`src/rtl/wave_pwm_out.sv`:
```
// wave_pwm_out: selects and attenuates a generator sample, then emits it as
// a PWM bit whose duty is reloaded only at period boundaries.
module wave_pwm_out #(
    parameter int PERIOD_BITS = 8
) (
    input  logic       clk,
    input  logic       rst,
    input  logic       en,
    input  logic [2:0] sel,
    input  logic [1:0] amp,
    input  logic [7:0] reciprocal,
    input  logic [7:0] square,
    input  logic [7:0] triangle,
    input  logic [7:0] sine,
    input  logic [7:0] full_wave_rectified,
    input  logic [7:0] half_wave_rectified,
    output logic       pwm_out,
    output logic       period_start,
    output logic [7:0] duty
);
    localparam logic [PERIOD_BITS-1:0] LAST = '1;

    logic [PERIOD_BITS-1:0] pcnt_q, pcnt_d;
    logic [7:0]             duty_q, sample, next_duty;
    logic                   pwm_q, start_q;

    always_comb begin
        sample = sel == 3'd0 ? reciprocal :
                 sel == 3'd1 ? square :
                 sel == 3'd2 ? triangle :
                 sel == 3'd3 ? sine :
                 sel == 3'd4 ? full_wave_rectified :
                 sel == 3'd5 ? half_wave_rectified : 8'd0;
        next_duty = sample >> amp;
        pcnt_d = pcnt_q + 1'b1;
    end

    // pcnt parks at LAST while disabled so the first enabled edge is a load
    always_ff @(posedge clk) begin
        if (rst) begin
            pcnt_q  <= LAST;
            duty_q  <= 8'd0;
            pwm_q   <= 1'b0;
            start_q <= 1'b0;
        end else if (!en) begin
            pcnt_q  <= LAST;
            pwm_q   <= 1'b0;
            start_q <= 1'b0;
        end else if (pcnt_q == LAST) begin
            pcnt_q  <= '0;
            duty_q  <= next_duty;
            pwm_q   <= next_duty != 8'd0;
            start_q <= 1'b1;
        end else begin
            pcnt_q  <= pcnt_d;
            pwm_q   <= pcnt_d < duty_q;
            start_q <= 1'b0;
        end
    end

    assign pwm_out      = pwm_q;
    assign period_start = start_q;
    assign duty         = duty_q;
endmodule

```
`config.mk`:
```
export PLATFORM = sky130hd
export DESIGN_NAME = wave_pwm_out
export DESIGN_NICKNAME = d
export VERILOG_FILES = /design/src/rtl/wave_pwm_out.sv
export SDC_FILE = /design/constraint.sdc
export NUM_CORES = 1
export LEC_CHECK = 0
export CORE_ASPECT_RATIO = 1.25
export CORE_UTILIZATION = 40
export CTS_BUF_LIST = sky130_fd_sc_hd__clkbuf_4
export CTS_CLUSTER_DIAMETER = 30
export CTS_CLUSTER_SIZE = 25
export DETAILED_ROUTE_END_ITERATION = 6
export HOLD_SLACK_MARGIN = 0.1
export PLACE_DENSITY = 0.81
export SYNTH_ARGS = -nofsm -noshare
export SYNTH_HDL_FRONTEND = slang
export SYNTH_SLANG_ARGS = --single-unit
```
`constraint.sdc`:
```
create_clock -name clk -period 2.04 [get_ports clk]
set_input_delay 0.612 -clock clk [delete_from_list [all_inputs] [get_ports clk]]
set_output_delay 0.612 -clock clk [all_outputs]
set_load 0.02 [all_outputs]
```
## Word-level counts from Yosys, hierarchy flattened

Cells that the tools add are included.

- Reductions and logical operators: 4
- Bitwise gates (word level): 1
- Equality and inequality tests: 6
- $add $sub $neg: 1
- Shift-type cells: 1
- Multiplexer cells: 9
- $lt $le $gt $ge: 1

Operators by type and width:

| operator | count |
|---|---|
| $mux 8 | 7 |
| $add 8x1->8 const B | 1 |
| $eq 8x8->1 const B | 1 |
| $lt 8x8->1 | 1 |
| $reduce_bool 8->1 | 1 |
| $shr 8x2->8 | 1 |
| $eq 3x2->1 const B | 2 |
| $eq 3x3->1 const B | 2 |
| $eq 3x1->1 const B | 1 |
| $logic_not 3->1 | 1 |
| $mux 1 | 2 |
| $reduce_and 2->1 | 1 |
| $reduce_or 2->1 | 1 |
| $not 1->1 | 1 |

- Output and inout bits: 10
- Register bits after elaboration: 18
- Logic and storage cells: 27
- Input bits: 56

## Logic depth before layout (Yosys ltp)

Gate-level depths: netlist (run 1).

- Depth in word-level cells: 10
- Depth in mapped cells: 9
- Mapped depth without buffers: 9

## Worst setup path after synthesis (run 1)

No wires, ideal clock.

- Kind: input to register
- From: input port amp[0]
- To: register pwm_q (netlist: pwm_out)
- Stages: 6
- Library setup time: 129 ps
- Data arrival time: 2,042 ps
- Path slack: -131 ps
- Path through: buf_2 mux4_2 mux2_2 a211oi_2 and4_1 a211oi_1

- Word-level cells in the longest chain between the ends: 3

RTL lines:

| item | RTL line | RTL |
|---|---|---|
| from (decl) | 10 | `input logic [1:0] amp,` |
| $shr 8x2->8 | 34 | `next_duty = sample >> amp;` |
| $reduce_bool 8->1 | 52 | `pwm_q <= next_duty != 8'd0;` |
| $mux 1 | 49 | `end else if (pcnt_q == LAST) begin` |
| to (signal assigned) | 56 | `pwm_q <= pcnt_d < duty_q;` |
| to (decl) | 25 | `logic pwm_q, start_q;` |

No other way between the ends.
A chain may end at the register's enable or synchronous reset.

## Worst setup path in the final report (run 1)

- From: input port sine[6]
- To: register duty_q[5] (netlist: duty[5])

- Word-level cells in the longest chain between the ends: 5

RTL lines:

| item | RTL line | RTL |
|---|---|---|
| from (decl) | 14 | `input logic [7:0] sine,` |
| $mux 8 | 31 | `sel == 3'd3 ? sine :` |
| $mux 8 | 30 | `sel == 3'd2 ? triangle :` |
| $mux 8 | 29 | `sel == 3'd1 ? square :` |
| $mux 8 | 28 | `sample = sel == 3'd0 ? reciprocal :` |
| $shr 8x2->8 | 34 |  |
| to (signal assigned) | 51 | `duty_q <= next_duty;` |
| to (decl) | 24 | `logic [7:0] duty_q, sample, next_duty;` |

No other way between the ends.

==> results.rst, run 1 <==
.. list-table::
   :header-rows: 1

   * - Metric
     - Value
   * - Result of the run
     - complete, no violations
   * - Total clock buffers created by CTS
     - 3
   * - Final hold vios
     - 0
   * - Final setup violation count
     - 0
   * - Pin count of the biggest net entering global routing
     - 23
   * - Number of clock sinks
     - 18
   * - Share of the core filled with cells in the final layout
     - 67.41%
   * - Worst hold path startpoint
     - duty[3]
   * - H-tree level count
     - 1
   * - Crit path cell chain
     - clkdlybuf4s50_1, mux2i_1, a211oi_2, a21oi_2, mux2_2, o21ba_2, a211oi_1
   * - Ys Warns
     - 0
   * - Source of the worst register-to-register timing path
     - pcnt_q[0]
   * - Setup TNS
     - 0 ps
   * - Wirelength, routed
     - about 4500 µm
   * - Initial antenna violation count
     - 0
   * - Met2 Track Usage GR
     - a little over two fifths
   * - Area of the core
     - ~3800 µm²
   * - Boundary pin count
     - 66
   * - Final routed DRC violation total
     - 0
   * - DP HPWL
     - ~3500 µm
   * - Arrival time at the worst endpoint
     - 2240 ps
   * - Clock tree from TritonCTS
     - done
   * - Global-route congestion overflow total
     - 0
   * - Grt met3 use
     - 3.209%
   * - Reg-to-reg critical path endpoint
     - pwm_out
   * - Die ar.
     - approximately 4200 µm²
   * - Gate family responsible for the most delay along the worst path
     - compound AO/OA/AOI/OAI gates
   * - Worst path buffer plus inverter count
     - 1
   * - Combined area of all synthesized cells
     - ~1600 µm²
   * - Root Buffer Master
     - clkbuf_4
   * - Biggest cell delay along the critical path
     - around 450 ps
   * - Proportion of layout cells with a drive suffix above 1
     - a little over a fifth
   * - Input/output buffers
     - 65
   * - Unrepaired setup endpoints after global routing
     - true
   * - Filler cells
     - ~300
   * - Number of diodes
     - 0
   * - Routed length per instance
     - 13.85 µm
   * - Dominant cell type by area after synthesis
     - dfxtp_1
   * - Power Total
     - approximately 1300 µW
   * - Synth-to-layout area growth
     - 61.70%
   * - Leakage
     - about 0.0011 µW
   * - Clock insertion delay at the later pin of the skew report
     - around 280 ps
   * - Highest net fanout along the worst path
     - 3
   * - Count of distinct cell types in the synthesized netlist
     - 40
   * - Initial Utilization
     - a little over two fifths
   * - Critical Path Slowest Stage Cell
     - clkdlybuf4s50_1
   * - Share of synthesized area occupied by flip-flops and latches
     - 22.84%
   * - Share of the clock period used by the worst path after layout
     - just under 100%
   * - Avg Cell Area, Syn
     - 8.261 µm²
   * - Max Cap Violations
     - 0
   * - CP Class
     - in -> reg
   * - Pre-CTS setup slack
     - -575.4 ps
   * - Global route hottest layer
     - met2
   * - Post-synth top area share
     - a little under a quarter
   * - Total area of multi-input combinational cells
     - between 1000 and 1500 µm²
   * - GR Util met1
     - between 20% and 30%
   * - Final Net Count
     - 336
   * - Die Width
     - between 50 and 60 µm
   * - Largest cells by area after synthesis
     - dfxtp_1 23%, mux2i_1 10%, mux4_2 8.6%
   * - Setup skew after layout
     - around 3.3 ps
   * - Net count of the mapped netlist
     - 255
   * - Power per unit of standard cell area
     - approximately 510 nW/µm²
   * - Storage element area
     - 361.6 µm²
   * - Number of global-route vias before repair
     - between 1,500 and 2,000
   * - Transition time at the pin with the least slew margin
     - around 380 ps
   * - R2R depth
     - 8
   * - Initial DRC count
     - 23
   * - Register bit total from synthesis
     - 18
   * - Required time of the worst setup path
     - 2250 ps
   * - Routability-driven placement congestion ratio
     - roughly 0.83
   * - Worst hold path type
     - reg -> reg
   * - Worst vdd ir
     - between 150 and 200 µV
   * - Number of stages on the worst hold path
     - 2
   * - Vertical extent of the die
     - 72.22 µm
   * - Routed vias/inst
     - around 5.4
   * - First-pass GRT wire length
     - 7162 µm
   * - Flop-to-flop setup slack
     - 90 ps
   * - Crit end category
     - register
   * - Antenna violation net count after detailed routing
     - 0
   * - End point of the most critical hold path
     - duty[3]
   * - Synthesized netlist cell count
     - around 190
   * - Total GRT Usage
     - ~22%
   * - Final setup slack of the worst path
     - 11.77 ps
   * - Number of buffers on the longest clock path
     - 2
   * - Clock-pin slew on the worst setup and hold paths
     - roughly 90 ps
   * - Launching element type of the critical path
     - input pin
   * - Highest Clock Rate
     - about 0.5 GHz
   * - Time the final worst path needs with I/O delays and setup
     - 2028 ps
   * - Number of vias after detailed routing
     - between 1,500 and 2,000
   * - Hold Slack
     - 477.7 ps
   * - 1st-pass router iterations
     - 4
   * - Number of placement rows
     - 25
   * - Pins over their slew limit
     - 0
   * - Remaining max-slew budget at the tightest pin
     - about three quarters
per-layer routing:
layer	vias up	wire length (µm)	part of all wire [%]
met4	0	56	1.2
li1	852	-	-
met1	808	1697	38
met3	6	271	6.0
met5	-	0	0
met2	74	2463	55
per-stage QoR:
step | area (µm²) | cells
after CTS | 2509 | 324
after detailed placement | 2410 | 319
after global placement | 2410 | 319
after global routing | 2551 | 324
final | 2551 | 324
after floorplan | 1592 | 191
repair_timing:
item / CTS / global route
buffers inserted: 1 / 0
gates resized for setup: 24 / 22
hold buffers: 0 / 0
gates cloned: 1 / 0
setup endpoints to repair: 9 / 9
pin swaps: 2 / 8
cells in the mapped netlist (all sizes together):
cell type and instances:
o2111ai 1, nor4 1, nor3b 1, nand2b 7, nand4b 1, mux2i 16, ha 8, dfxtp 18
xor2 3, a21o 2, and3 1, xnor2 3, nor2 12, mux2 2, a21oi 17, nand3 5
a21boi 2, o21ba 1, a211o 2, nor3 7, and4 1, nand2 12, inv 14, nand3b 1
buf 7, o31ai 1, a211oi 13, o21ai 11, clkbuf 6, a22oi 1, mux4 6, o21a 4
o311a 1, and2 2, nor2b 1
area by class of cell:
| type | instances | area share (%) |
|---|---|---|
| Clock buffer | 3 | 0.8828 |
| Sequential cell | 18 | 14.17 |
| Tap cell | 54 | 2.648 |
| Timing Repair Buffer | 89 | 33.69 |
| Inverter | 14 | 2.060 |
| Multi-Input combinational cell | 146 | 46.54 |
placed cells by master (no fill, tap or decap), types with 5 or more instances in the layout:
cell	count
mux4_2	6
a21oi_1	13
mux2i_1	16
dlygate4sd2_1	9
nor2_1	10
buf_4	20
o21ai_0	9
a211oi_2	6
nand3_1	5
nand2b_1	6
dfxtp_1	17
a211oi_1	6
inv_1	14
ha_1	8
clkdlybuf4s50_1	49
nand2_1	12
state kept, by name, summed over array words and instances (netlist names):
| signal | flops |
|---|---|
| duty | 8 |
| pcnt_q | 8 |
| period_start | 1 |
| pwm_out | 1 |
worst max-delay path by stage:
stage / startpoint / endpoint / slack (ps) / cells after the start
floorplan: amp[0] / pwm_out / -10 / 6
global placement: amp[0] / pwm_out / -560 / 6
detailed placement: amp[0] / pwm_out / -580 / 6
CTS: sel[1] / duty[1] / 3 / 9
global route: square[6] / duty[5] / -20 / 7
finish: sine[6] / duty[5] / 10 / 7
power breakdown:
group	switching [µW]	internal (µW)
clock network	99.4	68.5
registers	26.1	387
logic	334	379
total	460	835
worst register-to-register path: stages (launching register included):
cell and delay (ps):
dfxtp_2 350, ha_1 320, ha_1 270, a21boi_0 120, o21a_1 180, o21a_1 190, o2111ai_2 210, a211oi_2 110
a211oi_2 140
logic make-up (layout without fill, tap and decap cells):
family,Yosys count,count (layout),synth area share (%)
xor+xnor,6,6,3.331
buf+inv,27,106,7.612
mux,24,24,20.14
flops,18,18,22.84
fa+ha+maj,8,8,6.344
simple gates,52,52,16.65
compound gates,56,56,23.08
Note: power is estimated with default switching activity, not from simulation.
==> run 2: changes to the inputs <==
==> constraint.sdc (replaced) <==
create_clock -name clk -period 2.04 [get_ports clk]
set_input_delay 0.408 -clock clk [delete_from_list [all_inputs] [get_ports clk]]
set_output_delay 0.408 -clock clk [all_outputs]
set_load 0.02 [all_outputs]
==> run 2 against run 1 <==
  * Combinational power barely moved
  * Hold slack better by 7.8 ps
  * Clock power is 9.5% higher
  * Critical path depth decreased by 1
  * Die area did not move
  * Global-route usage grew 0.95 points
  * First-iteration DRC count up 4.3%
  * Sequential power about the same
  * Via count increased by 1.0%
  * Routed wire length increased by 1.7%
  * Final area grew 1.3%
  * Critical path type unchanged
  * Largest cell class unchanged
==> results.rst, run 2 (synthesis results as in run 1) <==
.. list-table::
   :header-rows: 1

   * - Metric
     - Value
   * - CP Class
     - in -> reg (unchanged)
   * - Initial Utilization
     - 41.69% (unchanged)
   * - Worst vdd ir
     - 194.8 µV (was 199.5 µV)
   * - Switch share
     - 35.32% (was 35.52%)
   * - Filler cells
     - 292 (was 304)
   * - Number of vias after detailed routing
     - 1,758 (was 1,740)
   * - Highest Clock Rate
     - 0.4947 GHz (was 0.4930 GHz)
   * - Initial DRC count
     - 24 (was 23)
   * - Pin count of the biggest net entering global routing
     - 22 (was 23)
   * - Routability-driven placement congestion ratio
     - 0.8502 (was 0.8344)
   * - Clock-pin slew on the worst setup and hold paths
     - 100 ps (was 90 ps)
   * - Number of clock sinks
     - 18 (unchanged)
   * - Final Net Count
     - 341 (was 336)
   * - Remaining max-slew budget at the tightest pin
     - 77.49% (was 74.80%)
   * - Time the final worst path needs with I/O delays and setup
     - 2022 ps (was 2028 ps)
   * - Die Width
     - 58.18 µm (unchanged)
   * - Pre-CTS setup slack
     - -449.5 ps (was -575.4 ps)
   * - Highest-count cells in the layout ignoring fill and taps
     - 57 x clkdlybuf4s50_1, 26 x buf_4, 16 x mux2i_1, 15 x dfxtp_1, 14 x inv_1 (was 49 x clkdlybuf4s50_1, 20 x buf_4, 17 x dfxtp_1, 16 x mux2i_1, 14 x inv_1)
   * - Final routed DRC violation total
     - 0 (unchanged)
   * - Highest net fanout along the worst path
     - 3 (unchanged)
   * - Wirelength, routed
     - 4567 µm (was 4489 µm)
   * - Power per unit of standard cell area
     - 508.4 nW/µm² (was 507.4 nW/µm²)
   * - Power spent charging and discharging nets
     - 463.9 µW (was 459.9 µW)
   * - Root Buffer Master
     - clkbuf_4 (unchanged)
   * - Share of total power in combinational logic
     - 54.5% (was 55.1%)
   * - Internal Pwr Total
     - 849.6 µW (was 834.7 µW)
   * - Synth-to-layout area growth
     - 63.76% (was 61.70%)
   * - Proportion of layout cells with a drive suffix above 1
     - 22.10% (was 21.85%)
   * - Power Total
     - 1314 µW (was 1295 µW)
   * - Transition time at the pin with the least slew margin
     - 335.9 ps (was 377.0 ps)
   * - Clock insertion delay at the later pin of the skew report
     - 310 ps (was 280 ps)
   * - Required time of the worst setup path
     - 2230 ps (was 2250 ps)
   * - Routed vias/inst
     - 5.327 (was 5.370)
   * - Most frequent standard cell in the layout excluding fill and tap cells
     - clkdlybuf4s50_1 (unchanged)
   * - Global-route congestion overflow total
     - 0 (unchanged)
   * - Final setup slack of the worst path
     - 18.46 ps (was 11.77 ps)
   * - Clock tree from TritonCTS
     - done (unchanged)
   * - Launching element type of the critical path
     - input pin (unchanged)
   * - Total clock buffers created by CTS
     - 3 (unchanged)
   * - Number of buffers on the longest clock path
     - 2 (unchanged)
   * - Crit path cell chain
     - clkdlybuf4s50_1, mux4_2, mux2_4, a211oi_4, and4_1, a211oi_2 (was clkdlybuf4s50_1, mux2i_1, a211oi_2, a21oi_2, mux2_2, o21ba_2, a211oi_1)
   * - Sequential fraction of design power
     - 31.5% (was 31.9%)
   * - Boundary pin count
     - 66 (unchanged)
   * - DP HPWL
     - 3706 µm (was 3528 µm)
   * - Input/output buffers
     - 65 (unchanged)
   * - Number of diodes
     - 0 (unchanged)
   * - Pins over their slew limit
     - 0 (unchanged)
   * - Result of the run
     - complete, no violations (unchanged)
   * - Area of the core
     - 3785 µm² (unchanged)
   * - Antenna violation net count after detailed routing
     - 0 (unchanged)
   * - Total GRT Usage
     - 22.63% (was 21.68%)
   * - Vertical extent of the die
     - 72.22 µm (unchanged)
   * - Critical Path Slowest Stage Cell
     - mux4_2 (was clkdlybuf4s50_1)
   * - Arrival time at the worst endpoint
     - 2210 ps (was 2240 ps)
   * - Hold_buf cts
     - 0 (unchanged)
   * - Number of global-route vias before repair
     - 1,838 (was 1,676)
   * - Share of the clock period used by the worst path after layout
     - 99.10% (was 99.42%)
   * - Crit end category
     - register (unchanged)
   * - Final hold vios
     - 0 (unchanged)
   * - Clock power share
     - 14.0% (was 13.0%)
   * - H-tree level count
     - 1 (unchanged)
   * - Biggest cell delay along the critical path
     - 460 ps (was 450 ps)
   * - 1st-pass router iterations
     - 4 (unchanged)
   * - Final setup violation count
     - 0 (unchanged)
   * - Setup skew after layout
     - 8.866 ps (was 3.272 ps)
   * - Worst hold path type
     - reg -> reg (unchanged)
   * - Leakage
     - 0.001078 µW (was 0.001066 µW)
   * - First-pass GRT wire length
     - 7424 µm (was 7162 µm)
   * - Max Cap Violations
     - 0 (unchanged)
   * - Die ar.
     - 4201 µm² (unchanged)
   * - Initial antenna violation count
     - 0 (unchanged)
   * - Number of placement rows
     - 25 (unchanged)
   * - Routed length per instance
     - 13.84 µm (was 13.85 µm)
run 2: cell count changes in the layout (fill, tap and decap cells not counted), moves of 2 or more:
| cell | change |
|---|---|
| dfxtp_2 | +2 |
| a211oi_2 | -2 |
| dfxtp_1 | -2 |
| dlymetal6s2s_1 | +2 |
| a211oi_1 | +2 |
| buf_4 | +6 |
| clkdlybuf4s50_1 | +8 |
| clkbuf_2 | -3 |
| dlygate4sd2_1 | -7 |
run 2: worst max-delay path: cells and delay by family:
| kind | cells | cell delay [ps] |
|---|---|---|
| and+or+nand+nor | 1 | 250 |
| muxes | 2 | 750 |
| buffers and inverters | 1 | 450 |
| AOI/OAI and AO/OA | 2 | 350 |
run 2: metal layers:
layer  wire (µm)  up-vias  track usage, %
li1            -      863               -
met1        1707      813           21.66
met2        2538       71           44.32
met3         245       11           3.743
met4          75        0           12.70
met5           0        -               0
run 2: repair_timing:
action                                  CTS  global route
endpoints found under the hold margin     0             0
endpoints found under the setup margin    6             7
cloned                                    0             0
pin swaps                                 1             8
buffers inserted                          0             2
gates resized for setup                   3            31
run 2: cell type report:
type                    count  area, µm²  share of cell area, %
clock buffers               3      22.52                 0.8717
clock inverters             1      3.754                 0.1453
inverters                  14      52.55                  2.034
multi-input cells         146       1172                  45.38
flip-flops and latches     18      364.1                  14.09
well taps                  54      67.56                  2.615
repair buffers             94      900.9                  34.87
run 2: worst paths after layout:
| check | startpoint | endpoint | slack [ps] | depth (start not counted) |
|---|---|---|---|---|
| setup / recovery | square[2] | pwm_out | 20 | 6 |
| hold / removal | duty[1] | duty[1] | 490 | 2 |
| setup reg to reg | pcnt_q[1] | pwm_out | 80 | 8 |
| hold reg to reg | duty[1] | duty[1] | 490 | 2 |
run 2: metrics by stage:
| step | util [%] | cells | hold WS, ps | setup TNS (ps) | cell area, µm² |
|---|---|---|---|---|---|
| after floorplan | - | 191 | 481.8 | 0 | 1578 |
| after global placement | 64.56 | 324 | 463.3 | -3089 | 2444 |
| after detailed placement | 64.56 | 324 | 469.5 | -3143 | 2444 |
| after CTS | 65.29 | 328 | 484.2 | 0 | 2471 |
| after global routing | 68.26 | 330 | 507.3 | -64.87 | 2584 |
| final | 68.26 | 330 | 485.4 | 0 | 2584 |
run 2: power by group through the flow:
stage                     Clock (µW)  Combinational, µW  Sequential (µW)
final                            184                716              414
after global routing             203                781              419
after CTS                        190                670              413
after detailed placement           0                667              421
after global placement             0                641              420
after floorplan                    0                352              439
